$ cat src/rtl/riscv_lsu_rmw.sv
// riscv_lsu_rmw: byte/half/word load-store unit with read-modify-write sub-word stores onto a word-only sync RAM; optional LSU_PERF_CNT_EN adds saturating perf counters
module riscv_lsu_rmw #(
   parameter int AW = 7
) (
   input  logic          clk,
   input  logic          rst_n,
   input  logic          req_valid,
   output logic          req_ready,
   input  logic          req_we,
   input  logic [1:0]    req_size,
   input  logic          req_unsigned,
   input  logic [31:0]   req_addr,
   input  logic [31:0]   req_wdata,
   output logic          resp_valid,
   output logic [31:0]   resp_rdata,
   output logic          resp_err,
   output logic          mem_en,
   output logic          mem_we,
   output logic [AW-1:0] mem_addr,
   output logic [31:0]   mem_wdata,
   input  logic [31:0]   mem_rdata
`ifdef LSU_PERF_CNT_EN
   ,
   output logic [15:0]   perf_loads,
   output logic [15:0]   perf_stores,
   output logic [15:0]   perf_errs
`endif
);
   typedef enum logic [2:0] {IDLE, ACCESS, RDATA, MERGE, WRITE, RESP, ERR} state_t;
   state_t        r_state, w_next;
   logic [AW+1:0] r_addr;
   logic [1:0]    r_size;
   logic          r_we, r_uns;
   logic [31:0]   r_wdata, r_merge;
   logic          r_resp_valid, r_resp_err;
   logic [31:0]   r_resp_rdata;
   logic          w_accept, w_err, w_word_st;
   logic [31:0]   w_rsh, w_load, w_mask, w_ins, w_merged;
   logic [7:0]    w_byte;
   logic [15:0]   w_half;

   assign w_accept  = req_valid && req_ready;
   assign w_err     = (req_size == 2'b11) || (req_size == 2'b01 && req_addr[0]) ||
                      (req_size == 2'b10 && req_addr[1:0] != 2'b00) || (req_addr[31:AW+2] != '0);
   assign w_word_st = r_we && r_size == 2'b10;
   assign w_rsh     = mem_rdata >> {r_addr[1:0], 3'b000};
   assign w_byte    = w_rsh[7:0];
   assign w_half    = r_addr[1] ? mem_rdata[31:16] : mem_rdata[15:0];
   assign w_load    = r_size == 2'b10 ? mem_rdata :
                      r_size[0] ? {{16{~r_uns & w_half[15]}}, w_half} : {{24{~r_uns & w_byte[7]}}, w_byte};
   assign w_mask    = r_size[0] ? 32'h0000_FFFF << {r_addr[1], 4'b0000} : 32'h0000_00FF << {r_addr[1:0], 3'b000};
   assign w_ins     = r_size[0] ? {2{r_wdata[15:0]}} : {4{r_wdata[7:0]}};
   assign w_merged  = (mem_rdata & ~w_mask) | (w_ins & w_mask);

   // state register; async reset returns to IDLE and drops mem_en immediately
   always_ff @(posedge clk or negedge rst_n)
      if (!rst_n) r_state <= IDLE;
      else        r_state <= w_next;

   // next-state decode
   always_comb begin
      w_next = r_state;
      case (r_state)
         IDLE:    if (w_accept) w_next = w_err ? ERR : ACCESS;
         ACCESS:  w_next = w_word_st ? RESP : (r_we ? MERGE : RDATA);
         RDATA:   w_next = RESP;
         MERGE:   w_next = WRITE;
         WRITE:   w_next = RESP;
         default: w_next = IDLE;
      endcase
   end

   // RAM port and handshake decoded from state and captured request only
   always_comb begin
      req_ready = rst_n && r_state == IDLE;
      mem_en    = r_state == ACCESS || r_state == WRITE;
      mem_we    = r_state == WRITE || (r_state == ACCESS && w_word_st);
      mem_addr  = r_addr[AW+1:2];
      mem_wdata = r_state == WRITE ? r_merge : (r_state == ACCESS && w_word_st) ? r_wdata : '0;
   end

   // request capture, merge word and registered response
   always_ff @(posedge clk or negedge rst_n)
      if (!rst_n) begin
         r_addr       <= '0;
         r_size       <= '0;
         r_we         <= 1'b0;
         r_uns        <= 1'b0;
         r_wdata      <= '0;
         r_merge      <= '0;
         r_resp_valid <= 1'b0;
         r_resp_err   <= 1'b0;
         r_resp_rdata <= '0;
      end else begin
         if (w_accept) begin
            r_addr  <= req_addr[AW+1:0];
            r_size  <= req_size;
            r_we    <= req_we;
            r_uns   <= req_unsigned;
            r_wdata <= req_wdata;
         end
         if (r_state == MERGE) r_merge <= w_merged;
         r_resp_valid <= w_next == RESP || w_next == ERR;
         r_resp_err   <= w_next == ERR;
         r_resp_rdata <= r_state == RDATA ? w_load : w_accept ? '0 : r_resp_rdata;
      end

   assign resp_valid = r_resp_valid;
   assign resp_err   = r_resp_err;
   assign resp_rdata = r_resp_rdata;

`ifdef LSU_PERF_CNT_EN
   logic [15:0] r_loads, r_stores, r_errs;
   // saturating completion counters, bumped on each response
   always_ff @(posedge clk or negedge rst_n)
      if (!rst_n) begin
         r_loads  <= '0;
         r_stores <= '0;
         r_errs   <= '0;
      end else if (r_resp_valid) begin
         r_errs   <= r_errs   + 16'(r_resp_err && r_errs != 16'hFFFF);
         r_stores <= r_stores + 16'(!r_resp_err && r_we && r_stores != 16'hFFFF);
         r_loads  <= r_loads  + 16'(!r_resp_err && !r_we && r_loads != 16'hFFFF);
      end
   assign perf_loads  = r_loads;
   assign perf_stores = r_stores;
   assign perf_errs   = r_errs;
`endif
endmodule

$ cat config.mk
export PLATFORM = sky130hd
export DESIGN_NAME = riscv_lsu_rmw
export DESIGN_NICKNAME = d
export VERILOG_FILES = /design/src/rtl/riscv_lsu_rmw.sv
export SDC_FILE = /design/constraint.sdc
export NUM_CORES = 1
export LEC_CHECK = 0
export ABC_AREA = 1
export CAP_MARGIN = 40
export CORE_ASPECT_RATIO = 1.5
export CORE_MARGIN = 5
export CORE_UTILIZATION = 25
export CTS_CLUSTER_DIAMETER = 60
export DETAILED_ROUTE_END_ITERATION = 16
export SYNTH_ARGS = -nofsm -noshare
export SYNTH_HDL_FRONTEND = slang
export SYNTH_SLANG_ARGS = --single-unit
$ cat constraint.sdc
create_clock -name clk -period 1.9 [get_ports clk]
set_input_delay 0.38 -clock clk [delete_from_list [all_inputs] [get_ports clk]]
set_output_delay 0.38 -clock clk [all_outputs]
set_load 0.01 [all_outputs]
==> flow_summary.rst, run 1 <==
.. list-table::
   :header-rows: 1

   * - Metric
     - Value
   * - Crit path kind
     - reg2out
   * - Average detailed-routed wire length per instance
     - 17.2 um
   * - Minimum clock period after layout
     - 2.23 ns
   * - TritonCTS sink count
     - 114
   * - Crit path launch type
     - register
   * - Mux cell area share after synthesis
     - 0
   * - Violation count after the first detailed-routing iteration
     - 365
   * - Number of pins with negative max-slew slack in the final report
     - 0
   * - Sequential share of power
     - 0.293
   * - Global-route usage over all layers
     - 0.169
   * - Fraction of power consumed by combinational cells
     - 0.469
   * - Worst slew margin relative to its limit
     - 0.542
   * - Largest vdd supply drop
     - 0.635 mV
   * - Final wirelength
     - 22.9 mm
   * - Status
     - finished with violations
   * - Distinct cell type count after synthesis
     - 26
   * - Element type at the critical path end
     - output pin
   * - First-pass iteration count of the detailed router
     - 6
   * - Mean number of vias per cell
     - 4.45
   * - Sequential element share of the synthesized area
     - 0.487
   * - Clock insertion delay at the later pin of the skew report
     - 0.41 ns
   * - Die outline height
     - slightly below 200 um
   * - Number of global-route vias before repair
     - about 6000
   * - Share of post-route cells with drive strength above 1
     - 0.179
   * - CTS H-tree lvls
     - 4
   * - Cell Rows
     - between 60 and 70
   * - Number of enable flip-flop cells after synthesis
     - 0
   * - DR DRC count
     - 0
   * - # Max-Cap Violations
     - 0
   * - Number of buffers between clock root and the deepest sink
     - 2
   * - Placement-stage worst setup slack
     - -0.254 ns
   * - Global-route wire length before repair
     - about 34 mm
   * - Slew of the pin with the lowest slew margin
     - 0.687 ns
   * - Setup ws final
     - -0.332 ns
   * - Die area
     - 26600 um2
   * - Sw Ratio
     - 0.398
   * - Number of nets in the synthesized netlist
     - 891
   * - Hold violation total from the final report
     - 0
   * - CTS Buf Count
     - 17
   * - Final worst path period share
     - 1.17
   * - Achievable clock frequency
     - 0.448 GHz
   * - Proportion of synthesized flip-flops having asynchronous set or reset
     - 1.00
   * - Number of top-level pins
     - 179
   * - Synth Area in Compound Gates
     - 0.166
   * - Maximum net fanout on the critical path
     - 6
   * - Fraction of the mapped netlist area in simple logic gates
     - 0.254
   * - Placeable core region
     - 23100 um2
   * - Count of synthesis-stage warnings from yosys
     - 0
   * - Pwr dens
     - 1580 nW/um2
   * - Area grow syn2layout
     - 55.7%
   * - Floorplan die width
     - 135 um
   * - Violated checks
     - negative setup slack
   * - Antenna-violating nets left
     - 0
   * - Largest family of logic cells by synthesized area
     - simple AND/OR/NAND/NOR gates
   * - Clock tree from TritonCTS
     - done
   * - Leakage power total
     - 4.41 nW
   * - Pin count of the biggest net entering global routing
     - 115
   * - Count of state elements after synthesis
     - ~110
   * - Mapped Cells
     - 788
   * - Data required time at the worst endpoint
     - 1.52 ns
   * - Cell area after synthesis
     - approximately 5900 um2
   * - Sum Neg Setup Slack
     - -8.07 ns
   * - GRT overflow
     - 0
   * - Global placer's final weighted congestion
     - 0.904
   * - Total number of nets in the final design
     - ~1100
   * - Clock root buffer
     - sky130_fd_sc_hd__clkbuf_16
   * - Arrival time at the worst endpoint
     - approximately 1.9 ns
   * - I/O Buffers
     - 178
   * - Class of the worst hold path
     - in2async
   * - Utilization of the core after routing
     - 0.395
   * - Total number of vias
     - 5921
   * - Final number of setup-violating endpoints
     - 35
   * - Largest clock skew in the final design
     - 0.00925 ns
   * - Switching power of the nets
     - around 5.7 mW
   * - Clock power share
     - 0.238
   * - Clock edge transition at the registers on the reported setup and hold paths
     - 0.05 ns
   * - Most used DFF post-synth
     - sky130_fd_sc_hd__dfrtp_1
   * - Xor-xnor portion of the synthesized cell area
     - 0
   * - Total inserted antenna cells
     - 0
   * - Synthesized-area fraction occupied by adder cells
     - 0
   * - Starting density of the core
     - 0.254
   * - Initial antenna violation count
     - 1
   * - Unrepaired setup endpoints after global routing
     - true
   * - Average cell area after synthesis
     - approximately 7.4 um2
   * - DP Wirelength
     - between 15 and 20 mm
   * - Internal power consumption
     - 8.67 mW
-- sequential cells by signal, summed over array words and instances (netlist names) --
name,cells
r_addr,9
r_uns,1
r_state,3
r_size,2
resp_valid,1
resp_err,1
r_merge,32
resp_rdata,32
r_wdata,32
r_we,1
-- metrics by stage --
step / instances / instance area [um2] / power, mW / hold WS [ns]
6_report: 1331 / 9110 / 14.4 / 0.0675
4_1_cts: 1323 / 8930 / 14.2 / 0.144
3_3_place_gp: 1278 / 8190 / 10.6 / 0.462
3_5_place_dp: 1278 / 8190 / 10.6 / 0.465
5_1_grt: 1331 / 9110 / 15.4 / 0.128
2_1_floorplan: 788 / 5850 / 7.67 / 0.0844
-- cell type report --
| class | count | area (um2) |
|---|---|---|
| sequential | 114 | 2850 |
| inverter | 78 | 303 |
| clock inverter | 9 | 154 |
| multi-input combinational | 551 | 2590 |
| timing repair buffer | 242 | 2340 |
| clock buffer | 22 | 474 |
| tap | 315 | 394 |
| fill | 2378 | 13900 |
-- cells by family (layout without fill, tap and decap cells) --
logic type | after synthesis | in the layout
compound gates | 171 | 171
buf+inv | 123 | 351
flops | 114 | 114
simple gates | 380 | 380
-- cells in the mapped netlist (all sizes together), types with 4 or more instances --
cell | count | share of area
a21boi | 7 | 0.0090
a21oi | 19 | 0.018
buf | 32 | 0.035
clkbuf | 13 | 0.0083
dfrtp | 114 | 0.49
inv | 77 | 0.049
nand2 | 329 | 0.21
nand3 | 6 | 0.0051
nand4 | 4 | 0.0043
nor2 | 39 | 0.030
o211ai | 23 | 0.030
o21ai | 106 | 0.092
o22ai | 16 | 0.017
-- worst max-delay path: stages (launching register included) --
cell                      delay [ns]
sky130_fd_sc_hd__dfrtp_1        0.42
sky130_fd_sc_hd__nand4_1        0.19
sky130_fd_sc_hd__nor2_4         0.18
sky130_fd_sc_hd__buf_8          0.15
sky130_fd_sc_hd__buf_12         0.12
sky130_fd_sc_hd__buf_16         0.12
sky130_fd_sc_hd__nand2_1        0.05
sky130_fd_sc_hd__o21ai_1        0.07
sky130_fd_sc_hd__buf_2          0.14
-- layer usage --
metal / GRT usage / share of wire
met5: 0 / 0.00048
met1: 0.205 / 0.40
met2: 0.297 / 0.51
met4: 0.0542 / 0.020
met3: 0.0403 / 0.064
-- cell usage in the layout (no fill, tap or decap), drive strengths merged --
cell type      synthesis  final
nand2                329    329
clkdlybuf4s50          0    142
dfrtp                114    114
o21ai                106    106
buf                   32     99
inv                   77     77
nor2                  39     39
o211ai                23     23
clkbuf                13     23
a21oi                 19     19
o22ai                 16     16
a21boi                 7      7
nand3                  6      6
nand4                  4      4
bufinv                 0      4
clkinv                 1      4
clkinvlp               0      2
nor3                   1      1
nor3b                  1      1
-- power groups by stage --
stage	combinational, mW	sequential (mW)	clock (mW)
finish	6.75	4.21	3.43
global route	7.47	4.33	3.61
CTS	6.55	4.19	3.51
detailed placement	6.43	4.20	0
global placement	6.35	4.21	0
floorplan	3.51	4.16	0
-- repair_timing --
item	CTS	global route
resized for setup	192	52
buffers inserted	13	10
setup endpoints to repair	35	39
cloned	4	1
pin swaps	5	6
hold buffers	0	0
-- path summary, 6_finish.rpt --
kind | startpoint | to | slack [ns] | cells past startpoint
max | r_state[0] | mem_wdata[10] | -0.33 | 8
min | rst_n | r_merge[14] | 0.07 | 2
max reg2reg | r_state[1] | r_we | 0 | 14
min reg2reg | resp_rdata[9] | resp_rdata[9] | 0.48 | 2
max in group asynchronous | rst_n | r_merge[6] | 1.27 | 2
min in group clk | resp_rdata[9] | resp_rdata[9] | 0.48 | 2
(Power assumes the default switching activity.)
==> run 2, diff against run 1 <==
TNS_END_PERCENT = 30   (was default)
==> run 2 against run 1 <==
The run still ends with negative setup slack left. Clock power about the same. Die area unchanged. Total power decreased by 3.3%. Sequential share of layout area increased by 0.83 points. Global-route usage decreased by 0.22 points. Critical path depth increased by 1. Non-clock buffer count decreased by 14. Sequential power about the same. Via count decreased by 1.4%.
==> flow_summary.rst, run 2 (synthesis gave the netlist of run 1 again) <==
.. list-table::
   :header-rows: 1

   * - Metric
     - Value
   * - Status
     - finished with violations
   * - Violated checks
     - negative setup slack
   * - Initial antenna violation count
     - 1 (unchanged)
   * - Commonest non-fill, non-tap cells in the layout
     - sky130_fd_sc_hd__nand2_1 (311), sky130_fd_sc_hd__clkdlybuf4s50_1 (142), sky130_fd_sc_hd__dfrtp_1 (114)
   * - Largest clock skew in the final design
     - 0.00857 ns (-0.000677 ns)
   * - Placed instance count
     - 1278 (unchanged)
   * - Total number of vias
     - 5837 (-1.4%)
   * - Final wirelength
     - 22.2 mm (-3.1%)
   * - R2r startpoint
     - r_state[1]
   * - Mean number of vias per cell
     - 4.43 (-0.37%)
   * - GRT overflow
     - 0 (unchanged)
   * - First-pass iteration count of the detailed router
     - 5 (-1)
   * - Register cell area after layout
     - 2850 um2 (unchanged)
   * - Antenna-violating nets left
     - 0 (unchanged)
   * - DP Wirelength
     - 16.8 mm (unchanged)
   * - I/O Buffers
     - 178 (unchanged)
   * - TritonCTS sink count
     - 114 (unchanged)
   * - Total number of nets in the final design
     - 1093 (-1.3%)
   * - Number of buffers between clock root and the deepest sink
     - 2 (unchanged)
   * - Global-route usage over all layers
     - 0.167 (-0.00218)
   * - Share of post-route cells with drive strength above 1
     - 0.156 (-0.0234)
   * - Crit path kind
     - reg2out
   * - Instance area at placement
     - 8190 um2 (unchanged)
   * - Slew of the pin with the lowest slew margin
     - 0.702 ns (+0.0151 ns)
   * - Starting density of the core
     - 0.254 (unchanged)
   * - Hold violation total from the final report
     - 0 (unchanged)
   * - Overall power after layout
     - 13.9 mW (-3.3%)
   * - Cell Rows
     - 68 (unchanged)
   * - Area grow syn2layout
     - 51.6%
   * - Largest vdd supply drop
     - 0.639 mV (+0.63%)
   * - Most common cell after layout, fill and taps aside
     - sky130_fd_sc_hd__nand2_1
   * - Final standard cell area without fillers
     - 8870 um2 (-2.6%)
   * - Total of hold buffers inserted after clock tree synthesis
     - 0 (unchanged)
   * - Data required time at the worst endpoint
     - 1.52 ns (about the same)
   * - Arrival time at the worst endpoint
     - 1.86 ns (about the same)
   * - Leakage power total
     - 4.30 nW (-2.5%)
   * - Pin count of the biggest net entering global routing
     - 115 (unchanged)
   * - Clock root buffer
     - sky130_fd_sc_hd__clkbuf_16
   * - Clock edge transition at the registers on the reported setup and hold paths
     - 0.06 ns (about the same)
   * - CTS Buf Count
     - 17 (unchanged)
   * - Achievable clock frequency
     - 0.446 GHz (-0.49%)
   * - # Max-Cap Violations
     - 0 (unchanged)
   * - Floorplan die width
     - 135 um (unchanged)
   * - Element type at the critical path end
     - output pin
   * - Filler-free cell count of the finished design
     - 1317 (-1.1%)
   * - Capture point of the worst reg-to-reg path
     - resp_valid
   * - CTS H-tree lvls
     - 4 (unchanged)
   * - Number of global-route vias before repair
     - 5934 (-0.54%)
   * - Setup slack of the most critical reg-to-reg path
     - 0.13 ns (+0.13 ns)
   * - Die area
     - 26600 um2 (unchanged)
   * - Area of the multi-input gates
     - 2530 um2 (-2.3%)
   * - Final worst path period share
     - 1.18 (+0.00583)
   * - Worst slew margin relative to its limit
     - 0.532 (-0.0100)
   * - Pwr dens
     - 1570 nW/um2 (-0.69%)
   * - Depth of the worst register-to-register path
     - 11 (-3)
   * - Utilization of the core after routing
     - 0.385 (-0.0103)
   * - Clock tree from TritonCTS
     - done
   * - Number of pins with negative max-slew slack in the final report
     - 0 (unchanged)
   * - Clock insertion delay at the later pin of the skew report
     - 0.42 ns (about the same)
   * - Unrepaired setup endpoints after global routing
     - true
   * - Average detailed-routed wire length per instance
     - 16.8 um (-2.1%)
   * - Number of top-level pins
     - 179 (unchanged)
   * - Total of fill cells in the finished design
     - 2400 (+0.93%)
   * - Die outline height
     - 197 um (unchanged)
   * - DR DRC count
     - 0 (unchanged)
   * - Global placer's final weighted congestion
     - 0.904 (unchanged)
   * - Crit path launch type
     - register
   * - Violation count after the first detailed-routing iteration
     - 414 (+13%)
   * - Total inserted antenna cells
     - 0 (unchanged)
   * - Placeable core region
     - 23100 um2 (unchanged)
   * - Setup ws final
     - -0.343 ns (-0.0111 ns)
   * - Maximum net fanout on the critical path
     - 6 (unchanged)
   * - Minimum clock period after layout
     - 2.24 ns (+0.0111 ns)
   * - Class of the worst hold path
     - in2async
   * - Final number of setup-violating endpoints
     - 35 (unchanged)
   * - Global-route wire length before repair
     - 33.7 mm (-1.3%)
run 2: repair_timing:
action / 4_1_cts / 5_1_grt
setup endpoints to repair: 35 / 35
buffers inserted: 8 / 0
gates cloned: 3 / 0
resized for setup: 157 / 22
pin swaps: 2 / 1
run 2: layer usage:
layer | wire, um | vias up | global-route usage
met4 | 597 | 2 | 0.0639
met2 | 11100 | 164 | 0.287
met3 | 1310 | 31 | 0.0426
li1 | - | 2921 | -
met5 | 11 | - | 0
met1 | 9130 | 2719 | 0.201
run 2: layout make-up:
class	count	area share
Clock inverter	9	0.0173
Tap cell	315	0.0444
Inverter	78	0.0330
Sequential cell	114	0.321
Timing Repair Buffer	228	0.245
Multi-Input combinational cell	551	0.286
Clock buffer	22	0.0534
run 2: stage by stage:
step / TNS, ns / setup WS, ns / hold WS [ns]
floorplan: 0 / 0.264 / 0.0844
global placement: -6.52 / -0.204 / 0.462
detailed placement: -7.80 / -0.254 / 0.465
CTS: -10.58 / -0.373 / 0.144
global route: -12.89 / -0.463 / 0.132
finish: -8.50 / -0.343 / 0.0486
run 2: worst max-delay path, cell delays in order (launching register included):
cell and delay, ns:
sky130_fd_sc_hd__dfrtp_1 0.40, sky130_fd_sc_hd__inv_1 0.08, sky130_fd_sc_hd__nand4_1 0.14, sky130_fd_sc_hd__nor2_4 0.17, sky130_fd_sc_hd__buf_8 0.15, sky130_fd_sc_hd__buf_12 0.12
sky130_fd_sc_hd__buf_16 0.12, sky130_fd_sc_hd__nand2_1 0.05, sky130_fd_sc_hd__o21ai_1 0.07, sky130_fd_sc_hd__buf_2 0.14
run 2: worst max-delay path by stage:
stage / startpoint / to / slack, ns / cells after the start
global placement: r_state[1] / mem_wdata[1] / -0.20 / 7
floorplan: r_size[0] / mem_wdata[0] / 0.26 / 7
global route: r_state[1] / mem_wdata[23] / -0.46 / 9
CTS: r_state[1] / mem_wdata[7] / -0.37 / 9
finish: r_state[1] / mem_wdata[10] / -0.34 / 9
detailed placement: r_state[1] / mem_wdata[3] / -0.25 / 7
run 2: power breakdown:
| group | switching, mW | total (mW) | internal (mW) |
|---|---|---|---|
| Sequential | 0.671 | 4.21 | 3.54 |
| Combinational | 3.71 | 6.28 | 2.58 |
| Clock | 1.14 | 3.43 | 2.29 |
